## src/rtl/sigmoid_lut_arbiter.sv

```systemverilog
// ============================================================================
// Module   : sigmoid_lut_arbiter
// Purpose  : Round-robin sharing of one synchronous sigmoid LUT ROM among
//            N_REQ requesters, with index clamping and tagged response return.
// Revision : 1.0
// ============================================================================
`default_nettype none

module sigmoid_lut_arbiter #(
  parameter int N_REQ      = 4,
  parameter int IN_W       = 64,
  parameter int OUT_W      = 64,
  parameter int ROM_DEPTH  = 500,
  parameter int ROM_OFFSET = 250,
  parameter int ROM_LAT    = 1,
  localparam int c_AW      = $clog2(ROM_DEPTH)
) (
  input  logic                    clk,
  input  logic                    rst,
  input  logic [N_REQ-1:0]        i_req_valid,
  input  logic [N_REQ*IN_W-1:0]   i_req_in,
  output logic [N_REQ-1:0]        o_req_ready,
  output logic [c_AW-1:0]         o_rom_addr,
  input  logic [OUT_W-1:0]        i_rom_data,
  output logic [N_REQ-1:0]        o_rsp_valid,
  output logic [OUT_W-1:0]        o_rsp_data,
  output logic                    o_rsp_sat,
  output logic                    o_busy
);

  localparam int c_IDW  = $clog2(N_REQ);
  // One stage aligned with rom_addr plus ROM_LAT stages of ROM read latency
  localparam int c_NSTG = ROM_LAT + 1;
  localparam logic [N_REQ-1:0] c_ONE = {{(N_REQ-1){1'b0}}, 1'b1};

  logic [c_IDW-1:0]   r_rr_ptr;
  logic [c_AW-1:0]    r_rom_addr;
  logic [c_NSTG-1:0]  r_tag_vld;
  logic [c_IDW-1:0]   r_tag_id  [c_NSTG];
  logic [c_NSTG-1:0]  r_tag_sat;
  logic [N_REQ-1:0]   r_rsp_valid;
  logic [OUT_W-1:0]   r_rsp_data;
  logic               r_rsp_sat;

  logic               w_accept;
  logic [c_IDW-1:0]   w_gnt_id;
  logic [N_REQ-1:0]   w_grant;
  logic [IN_W-1:0]    w_sel_in;
  logic signed [IN_W:0] w_sum;
  logic [c_AW-1:0]    w_addr;
  logic               w_sat;

  function automatic logic [c_IDW-1:0] f_wrap(input int v);
    return c_IDW'(v % N_REQ);
  endfunction

  always_comb begin
    w_accept = 1'b0;
    w_gnt_id = '0;
    for (int k = 0; k < N_REQ; k++) begin
      if (!w_accept && i_req_valid[f_wrap(int'(r_rr_ptr) + k)]) begin
        w_accept = 1'b1;
        w_gnt_id = f_wrap(int'(r_rr_ptr) + k);
      end
    end
    w_grant = w_accept ? (c_ONE << w_gnt_id) : '0;
  end

  // Sign-extend by one bit so adding the offset can never wrap
  always_comb begin
    w_sel_in = i_req_in[w_gnt_id*IN_W +: IN_W];
    w_sum    = $signed({w_sel_in[IN_W-1], w_sel_in}) + $signed((IN_W+1)'(ROM_OFFSET));
    if (w_sum < 0) begin
      w_addr = '0;
      w_sat  = 1'b1;
    end else if (w_sum > $signed((IN_W+1)'(ROM_DEPTH-1))) begin
      w_addr = c_AW'(ROM_DEPTH-1);
      w_sat  = 1'b1;
    end else begin
      w_addr = w_sum[c_AW-1:0];
      w_sat  = 1'b0;
    end
  end

  always_ff @(posedge clk or posedge rst) begin
    if (rst) begin
      r_rr_ptr    <= '0;
      r_rom_addr  <= '0;
      r_tag_vld   <= '0;
      r_tag_sat   <= '0;
      for (int s = 0; s < c_NSTG; s++) r_tag_id[s] <= '0;
      r_rsp_valid <= '0;
      r_rsp_data  <= '0;
      r_rsp_sat   <= 1'b0;
    end else begin
      if (w_accept) begin
        r_rr_ptr   <= f_wrap(int'(w_gnt_id) + 1);
        r_rom_addr <= w_addr;
      end
      r_tag_vld[0] <= w_accept;
      r_tag_id[0]  <= w_gnt_id;
      r_tag_sat[0] <= w_sat;
      for (int s = 1; s < c_NSTG; s++) begin
        r_tag_vld[s] <= r_tag_vld[s-1];
        r_tag_id[s]  <= r_tag_id[s-1];
        r_tag_sat[s] <= r_tag_sat[s-1];
      end
      if (r_tag_vld[c_NSTG-1]) begin
        r_rsp_valid <= c_ONE << r_tag_id[c_NSTG-1];
        r_rsp_data  <= i_rom_data;
        r_rsp_sat   <= r_tag_sat[c_NSTG-1];
      end else begin
        r_rsp_valid <= '0;
      end
    end
  end

  assign o_req_ready = w_grant;
  assign o_rom_addr  = r_rom_addr;
  assign o_rsp_valid = r_rsp_valid;
  assign o_rsp_data  = r_rsp_data;
  assign o_rsp_sat   = r_rsp_sat;
  assign o_busy      = (|r_tag_vld) | (|r_rsp_valid);

endmodule

`default_nettype wire

```

## config.mk

```make
export PLATFORM = sky130hd
export DESIGN_NAME = sigmoid_lut_arbiter
export DESIGN_NICKNAME = d
export VERILOG_FILES = /design/src/rtl/sigmoid_lut_arbiter.sv
export SDC_FILE = /design/constraint.sdc
export NUM_CORES = 1
export LEC_CHECK = 0
export CORE_AREA = 10 10 152 154
export DETAILED_ROUTE_END_ITERATION = 6
export DIE_AREA = 0 0 162 164
export PLACE_DENSITY = 0.77
export REMOVE_ABC_BUFFERS = 1
export SLEW_MARGIN = 5
export SYNTH_ARGS = -nofsm -noshare
export SYNTH_HDL_FRONTEND = slang
export SYNTH_SLANG_ARGS = --single-unit
export TNS_END_PERCENT = 30
```

## constraint.sdc

```tcl
create_clock -name clk -period 6.7 [get_ports clk]
set_clock_uncertainty 0.2 [all_clocks]
set_input_delay 1.34 -clock clk [delete_from_list [all_inputs] [get_ports clk]]
set_output_delay 1.34 -clock clk [all_outputs]
set_load 0.01 [all_outputs]
```

Yosys cells after proc, flatten, opt, wreduce, memory -nomap -nowiden
Cells that the tools add are included.
{"block": "totals", "inputBits": 326, "elab_cells": 54, "reg_bits": 88, "output_inout_bits": 83}
{"block": "op_classes", "reduce_logical": 8, "n_addsub": 5, "magnitude_cmp": 6, "mux": 22, "shifts": 3, "bitwise": 1}
{"operator": "256-bit by 9-bit indexed part select with 64-bit output", "count": 1}
{"operator": "64-bit by 9-bit adder with 65-bit output, second input constant", "count": 1}
{"operator": "65-bit by 10-bit > comparator with 1-bit output, second input constant", "count": 1}
{"operator": "65-bit by 1-bit < comparator with 1-bit output, second input constant", "count": 1}
{"operator": "9-bit two-way mux", "count": 2}
{"operator": "2-bit by 3-bit < comparator with 1-bit output, second input constant", "count": 4}
{"operator": "1-bit two-way mux", "count": 10}
{"operator": "1-bit binary-select mux with 2-bit select", "count": 4}
{"operator": "2-bit two-way mux", "count": 4}
{"operator": "4-bit two-way mux", "count": 2}
{"operator": "1-bit by 2-bit left shift with 4-bit output, first input constant", "count": 2}
{"operator": "2-bit by 1-bit adder with 2-bit output, second input constant", "count": 2}
{"operator": "2-bit adder, second input constant", "count": 2}
{"operator": "4-bit OR reduction", "count": 1}
{"operator": "1-bit logical AND", "count": 3}
{"operator": "1-bit zero test", "count": 3}
{"operator": "2-bit OR reduction", "count": 1}
{"operator": "1-bit OR", "count": 1}

Depth between registers and ports, before layout
Gate-level depths: netlist of run 1.
{"block": "logic_depth", "word_depth": 17, "depth_mapped": 21, "mapped_depth_nobuf": 17}

Worst setup path before layout of run 1
OpenSTA, ideal clock, no wires.
{"block": "synth_path", "path_kind": "input to register", "from": "input i_req_valid[2]", "to": "register r_rom_addr[3] (netlist: o_rom_addr[3])", "arrival_time_ns": 5.870, "required_time_ns": 6.427, "path_slack_ns": 0.557, "n_path_buf": 4, "cell_stages": 18, "path_cell_list": "and2b_1 -> a311oi_2 -> nor2_2 -> inv_1 -> buf_4 -> buf_2 -> mux2_2 -> inv_1 -> ha_1 -> a21oi_1 -> and4_1 -> clkbuf_1 -> or4_1 -> buf_2 -> or4_1 -> a2111o_1 -> nor4_4 -> a32o_1"}
{"block": "synth_via", "elab_chain_len": 17}
{"item": "start, declared", "line_no": "20", "source": "input logic [N_REQ-1:0] i_req_valid,"}
{"item": "1-bit binary-select mux with 2-bit select", "line_no": "61", "source": "if (!w_accept && i_req_valid[f_wrap(int'(r_rr_ptr) + k)]) begin"}
{"item": "1-bit two-way mux (implied by the code)", "line_no": "61"}
{"item": "1-bit two-way mux", "line_no": "61"}
{"item": "1-bit zero test", "line_no": "61"}
{"item": "1-bit logical AND", "line_no": "61"}
{"item": "1-bit two-way mux", "line_no": "61"}
{"item": "1-bit zero test", "line_no": "61"}
{"item": "1-bit logical AND", "line_no": "61"}
{"item": "1-bit two-way mux", "line_no": "61"}
{"item": "1-bit zero test", "line_no": "61"}
{"item": "1-bit logical AND", "line_no": "61"}
{"item": "2-bit two-way mux", "line_no": "61"}
{"item": "256-bit by 9-bit indexed part select with 64-bit output", "line_no": "71", "source": "w_sel_in = i_req_in[w_gnt_id*IN_W +: IN_W];"}
{"item": "64-bit by 9-bit adder with 65-bit output", "line_no": "72", "source": "w_sum = $signed({w_sel_in[IN_W-1], w_sel_in}) + $signed((IN_W+1)'(ROM_OFFSET));"}
{"item": "65-bit by 10-bit > comparator with 1-bit output", "line_no": "76", "source": "end else if (w_sum > $signed((IN_W+1)'(ROM_DEPTH-1))) begin"}
{"item": "9-bit two-way mux", "line_no": "76"}
{"item": "9-bit two-way mux", "line_no": "73", "source": "if (w_sum < 0) begin"}
{"item": "end signal, assigned", "line_no": "98", "source": "r_rom_addr <= w_addr;"}
{"item": "end, declared", "line_no": "37", "source": "logic [c_AW-1:0] r_rom_addr;"}
Parallel ways exist; a longest one is shown, timed or not. The select of a mux whose other input is x is not followed.
A chain may end at the register's enable or synchronous reset.

Worst setup path in the final report of run 1
{"block": "layout_path", "from": "input i_req_valid[2]", "to": "register r_rom_addr[1] (netlist: o_rom_addr[1])"}
The elaborated chain is that of the path after synthesis.

==> impl_metrics.yaml, run 1 <==
placed_design:
  gp_congestion: 0.9543
  dp_hpwl_mm: 25.54
  place.port_buffers: 408
  pre_cts_ws_ns: 0.05386
route:
  postRouteAntennaNets: 0
  drt-total-wl_mm: 29.75
  drt_first_pass_iters: 5
  wl_per_cell_um: 20.70
  vias_per_cell: 5.265
  drc: 0
  drt_iter0_markers: 475
  vias: 7566
logic_synthesis:
  synthFlopType: "dfrtp_1"
  postSynthAreaPerCell_sq_um: 9.894
  netlist_instances: 750
  async_flop_share_pct: 100.0
  synth-seq-cells: 88
  yosysTopAreaCell: "dfrtp_1"
  netlist_top_cells_area: "dfrtp_1 (30%), mux2i_1 (17%), mux2_2 (17%)"
  ys_types: 67
  seq_area_frac_synth_pct: 29.67
  synth_warnings: 0
  synth_edf_count: 0
  syn_area_sq_um: 7421
  synth_top_cell_area_share_pct: 29.67
setup_path:
  worstSetupEndpointType: "flop"
  crit_path_frequent_cell: "or4_1"
  worstSetupEndpoint: "o_rom_addr[1]"
  arrival_ns: 6.33
  path_depth: 14
  cp_max_fo: 10
  critPathTopFamily: "simple AND/OR/NAND/NOR gates"
  critPathBufInv: 3
  r2r_end: "o_rom_addr[1]"
  rr_worst_depth: 13
  cp-startpoint: "i_req_valid[2]"
  worstSetupPathType: "input port to flop"
  required_ns: 6.68
  r2r_slack_ns: 1.43
  r2r_start: "r_rr_ptr[0]"
  path_cells: "clkdlybuf4s50_1, and2b_1, a311oi_2, nor2_4, inv_2, buf_12, mux2_2, nor4b_2, nand4b_2, or4_1, or4_1, a2111o_1, nor4_4, a31oi_1"
  worst_path_max_delay_cell: "or4_1"
  cpPeakStageDelay_ns: 0.69
  critPathLaunchType: "input port"
clock_network:
  clk_path_buf_depth: 2
  cts_buffers: 9
  cts.sinks: 88
  insertion_delay_ns: 0.33
  cts_hold_buf: 0
  cts-root-buf: "clkbuf_16"
  cts.repair.resized: 0
  h-tree-depth: 3
  post-cts-setup-buffer-count: 0
  clkTransAtPathRegs_ns: 0.07
  cts_tree: "built"
floorplan:
  start_util_pct: 37.03
  pin_count: 409
  design.core.area_sq_um: 20040
  die_h_um: 164
  die_w_um: 162
  die_area_sq_um: 26570
  rows: 52
global_route:
  antenna_found_initial: 0
  grt_overflow_total: 0
  grt_use_total_pct: 21.30
  grt_pass1_vias: 7850
  grt_pass1_wl_mm: 44.94
  grt_max_degree: 70
finish:
  nets: 1494
  fin_util_pct: 60.96
  final_common_cell: "clkdlybuf4s50_1"
  final_cell_mix: "clkdlybuf4s50_1 (408), mux2i_1 (128), mux2_2 (112), dfrtp_1 (87), nand2_1 (61)"
  diodes: 0
  final.fill_count: 1748
  final_layout_size_suffix_gt1_share_pct: 15.60
  area_growth_pct: 64.61
sta:
  timing.final.crit_share_pct: 94.74
  setup_violations: 0
  fmax_ghz: 0.1575
  hold_viol: 0
  slew_viol_final: 0
  fin_crit_ns: 6.348
  slew_headroom_pct: 43.18
  rsz0062_at_grt: "false"
  worst_slack_ns: 0.3525
  fin_tns_setup_ns: 0
  worst_pin_slew_ns: 0.8523
run:
  cap_violations: 0
status:
  outcome: "finished, final reports clean"
hold_path:
  hold_class: "flop to flop"
power_and_ir_drop:
  power.density_nw_per_um2: 253.4
  leakagePower_nw: 4.924
  vdd_drop_max_uv: 157.1
sequential cells by signal, indices dropped and copies added, names as in the netlist:
name,flops
o_rsp_sat,1
o_rom_addr,9
r_tag_id,4
o_rsp_data,64
r_tag_vld,2
r_tag_sat,2
o_rsp_valid,4
r_rr_ptr,2
layer usage:
layer | wire length [um] | global-route usage [%] | share of wire [%]
met2 | 15690 | 40.34 | 53
met5 | 0 | 0 | 0
met4 | 391 | 4.508 | 1.3
met3 | 2334 | 5.857 | 7.8
met1 | 11330 | 23.10 | 38
metrics by stage:
step,area [sq um],instances,hold slack [ns],power (mW)
floorplan,7173,712,0.1312,1.922
global placement,11880,1421,0.1338,2.527
detailed placement,11880,1421,0.1347,2.552
CTS,12220,1437,0.1555,3.119
global route,12220,1437,0.1571,3.305
finish,12220,1437,0.1523,3.095
how the worst min path moves through the flow:
| stage | start | end | depth (start not counted) |
|---|---|---|---|
| finish | r_tag_id[3] | r_tag_id[1] | 0 |
| global route | r_tag_id[3] | r_tag_id[1] | 0 |
| CTS | r_tag_id[3] | r_tag_id[1] | 0 |
| detailed placement | r_tag_id[2] | r_tag_id[0] | 0 |
| global placement | r_tag_id[3] | r_tag_id[1] | 0 |
| floorplan | r_tag_id[2] | r_tag_id[0] | 0 |
synthesized netlist by cell type, types with 12 or more instances:
master and number:
nor3_1 18, nand2_1 61, dfrtp_1 88, nor2_1 31, clkbuf_1 14, nand3_1 29
mux2i_1 128, nand4_1 15, xnor2_1 20, a21oi_1 13, a31oi_1 14, o21ai_0 15
xor2_1 12, mux2_2 112, nor4_1 21
area by class of cell:
type / count / area (sq um) / share of cell area, %
Timing Repair Buffer: 439 / 4354 / 35.64
Clock inverter: 6 / 97.59 / 0.7989
Inverter: 12 / 46.29 / 0.3790
Clock buffer: 10 / 239.0 / 1.956
Tap cell: 270 / 337.8 / 2.766
Multi-Input combinational cell: 612 / 4937 / 40.42
Sequential cell: 88 / 2203 / 18.04
power breakdown:
part           switching [mW]  leakage, nW  internal (mW)  total (mW)
combinational           0.974         3.74          0.922        1.90
clock                   0.210        0.166          0.343       0.553
sequential             0.0461         1.02          0.600       0.646
total                    1.23         4.92           1.86        3.10
kinds of logic after synthesis:
kind of cell,count (synthesis),synth area share (%)
and+or+nand+nor,251,19.41
adders and majority gates,6,1.012
AOI/OAI and AO/OA,81,7.520
buffers and inverters,50,3.945
muxes,242,34.67
xor gates and xnor gates,32,3.777
DFF,88,29.67
Power figures use the tool's default switching activity.
==> inputs of run 2 (changes only) <==
Settings changed: HOLD_SLACK_MARGIN set to 0.05.
==> results of run 2 <==
Final layout, timing and power as in run 1 (identical DEF).
==> inputs of run 3 (changes only) <==
Settings changed: ABC_AREA set to 1, CORE_AREA 10 10 152 154 to unset, CORE_ASPECT_RATIO set to 1.1, CORE_MARGIN set to 10, CORE_UTILIZATION set to 46, DIE_AREA 0 0 162 164 to unset, PLACE_DENSITY 0.77 to 0.84, REMOVE_ABC_BUFFERS 1 to unset.
==> impl_metrics.yaml, run 3 <==
logic_synthesis:
  syn_nets: 2340
  synth.top_cells.by_count: "nand2_1 (1011), nand3_1 (238), inv_1 (195), nor2_1 (168), nand3b_1 (90)"
  netlist_top_cells_area: "nand2_1 (36%), dfrtp_1 (21%), nand3_1 (11%)"
  synth_top_cell_area_share_pct: 35.88
  async_flop_share_pct: 100.0
  yosysTopAreaCell: "nand2_1"
  ys_types: 33
  synth_edf_count: 0
  synth-seq-cells: 88
  syn_area_sq_um: 10580
  synthFlopType: "dfrtp_1"
  postSynthAreaPerCell_sq_um: 5.267
  synth_warnings: 0
  netlist_instances: 2008
  seq_area_frac_synth_pct: 20.82
  yosysMostFrequentCell: "nand2_1"
floorplan:
  die_w_um: 164.6
  start_util_pct: 46.41
  rows: 58
  die_area_sq_um: 29460
  pin_count: 409
  design.core.area_sq_um: 22790
  die_h_um: 179.0
finish:
  largest_reg_flops: 64
  area_growth_pct: 42.62
  final.fill_count: 2093
  final_cell_area_sq_um: 15080
  regArea_sq_um: 2203
  final_cell_mix: "nand2_1 (1011), clkdlybuf4s50_1 (408), nand3_1 (238), inv_1 (194), nor2_1 (168)"
  final_common_cell: "nand2_1"
  final_layout_size_suffix_gt1_share_pct: 3.968
  nets: 2696
  multi_input_area_sq_um: 7106
global_route:
  grt_overflow_total: 0
  antenna_found_initial: 2
  grt_max_degree: 116
  grt_pass1_wl_mm: 72.81
  grt_pass1_vias: 13450
  grt_use_total_pct: 31.13
hold_path:
  hold_class: "flop to flop"
setup_path:
  critPathBufInv: 5
  path_cells: "clkdlybuf4s50_1, nand2_1, nand2_1, nand2_1, nand2_1, nor2_4, nand3_2, nand3_1, nand2_4, inv_4, buf_4, ha_1, nand2_1, inv_1, clkdlybuf4s50_1"
  arrival_ns: 4.58
  cp_max_fo: 54
  required_ns: 5.16
  crit_path_frequent_cell: "nand2_1"
  critPathLaunchType: "input port"
  critPathTopFamily: "buffers and inverters"
  worstSetupEndpointType: "output port"
  worst_path_max_delay_cell: "clkdlybuf4s50_1"
  cpPeakStageDelay_ns: 0.56
  worstSetupPathType: "input port to output port"
route:
  drt-total-wl_mm: 48.46
  wl_met1_mm: 19.20
  drt_first_pass_iters: 7
  vias: 14180
  wl_per_cell_um: 18.15
  wl_met2_mm: 22.47
  drc: 1
  vias_per_cell: 5.311
  postRouteAntennaNets: 0
  highest_layer: "met4"
  wl_met3_mm: 4.718
  drt_iter0_markers: 1377
status:
  outcome: "finished, violations left"
  violations: "DRC"
sta:
  setup_violations: 0
  timing.final.crit_share_pct: 91.38
  rsz0062_at_grt: "false"
  fmax_ghz: 0.1633
  hold_viol: 0
  slew_headroom_pct: 22.26
  slew_viol_final: 0
  fin_crit_ns: 6.122
  worst_pin_slew_ns: 1.166
  fin_tns_setup_ns: 0
clock_network:
  post-cts-setup-buffer-count: 0
  cts_hold_buf: 0
  cts_tree: "built"
  insertion_delay_ns: 0.34
  cts-root-buf: "clkbuf_16"
  clkTransAtPathRegs_ns: 0.06
  clk_path_buf_depth: 2
  cts_buffers: 9
  cts.repair.resized: 0
  h-tree-depth: 3
  cts.sinks: 88
run:
  cap_violations: 0
placed_design:
  placed_area_sq_um: 14740
  dp_hpwl_mm: 40.12
  gp_congestion: 1.021
  place.port_buffers: 408
## run 3: cell count changes in the layout (fill, tap and decap cells not counted), sizes merged, moves of 24 or more
cell    delta
nand2    +966
nand3    +212
inv      +198
nor2     +158
mux2i    -128
mux2     -114
nand3b    +89
nor4      -24
## run 3: per-layer routing
metal	track usage, %	up-vias
li1	-	6906
met1	37.77	6441
met2	52.64	734
met3	6.546	100
met4	12.33	0
met5	0	-
## run 3: cell families after synthesis
family	after synthesis	synth area share [%]
and+or+nand+nor	1578	64.15
buffers and inverters	297	12.08
DFF	88	20.82
AOI/OAI and AO/OA	35	1.905
adders and majority gates	6	0.7099
xor gates and xnor gates	4	0.3313
## run 3: path summary, 6_finish.rpt
kind / startpoint / slack (ns) / cells after the start / endpoint
worst min register to register: r_tag_sat[0] / 0.15 / 0 / r_tag_sat[1]
worst max-delay path: i_req_valid[0] / 0.58 / 15 / o_req_ready[3]
worst max register to register: r_rr_ptr[0] / 1.48 / 28 / o_rom_addr[0]
min in group asynchronous: rst / 1.02 / 2 / o_rsp_data[12]
max in group asynchronous: rst / 4.02 / 3 / r_tag_vld[1]
worst min-delay path: r_tag_sat[0] / 0.15 / 0 / r_tag_sat[1]
## run 3: stage by stage
| stage | worst slack, ns | util, % | cells | hold WS, ns |
|---|---|---|---|---|
| 5_1_grt | 0.3552 | 66.19 | 2670 | 0.1560 |
| 2_1_floorplan | 1.882 | - | 2008 | 0.1312 |
| 3_5_place_dp | 0.5457 | 64.70 | 2653 | 0.1371 |
| 6_report | 0.5778 | 66.19 | 2670 | 0.1504 |
| 4_1_cts | 0.6574 | 66.18 | 2669 | 0.1503 |
| 3_3_place_gp | 0.6369 | 64.70 | 2653 | 0.1350 |
## run 3: final cells by class
type,count,share of cell area (%)
sequential,88,14.61
inverter,216,5.401
timing repair buffer,426,28.14
clock buffer,10,1.585
clock inverter,6,0.6471
tap,300,2.489
multi-input combinational,1623,47.11
antenna,1,0.01659
Power of run 3 is left out: the tool's default activity adds up to more than one toggle a clock period on the data nets, which glitch-free logic cannot reach.
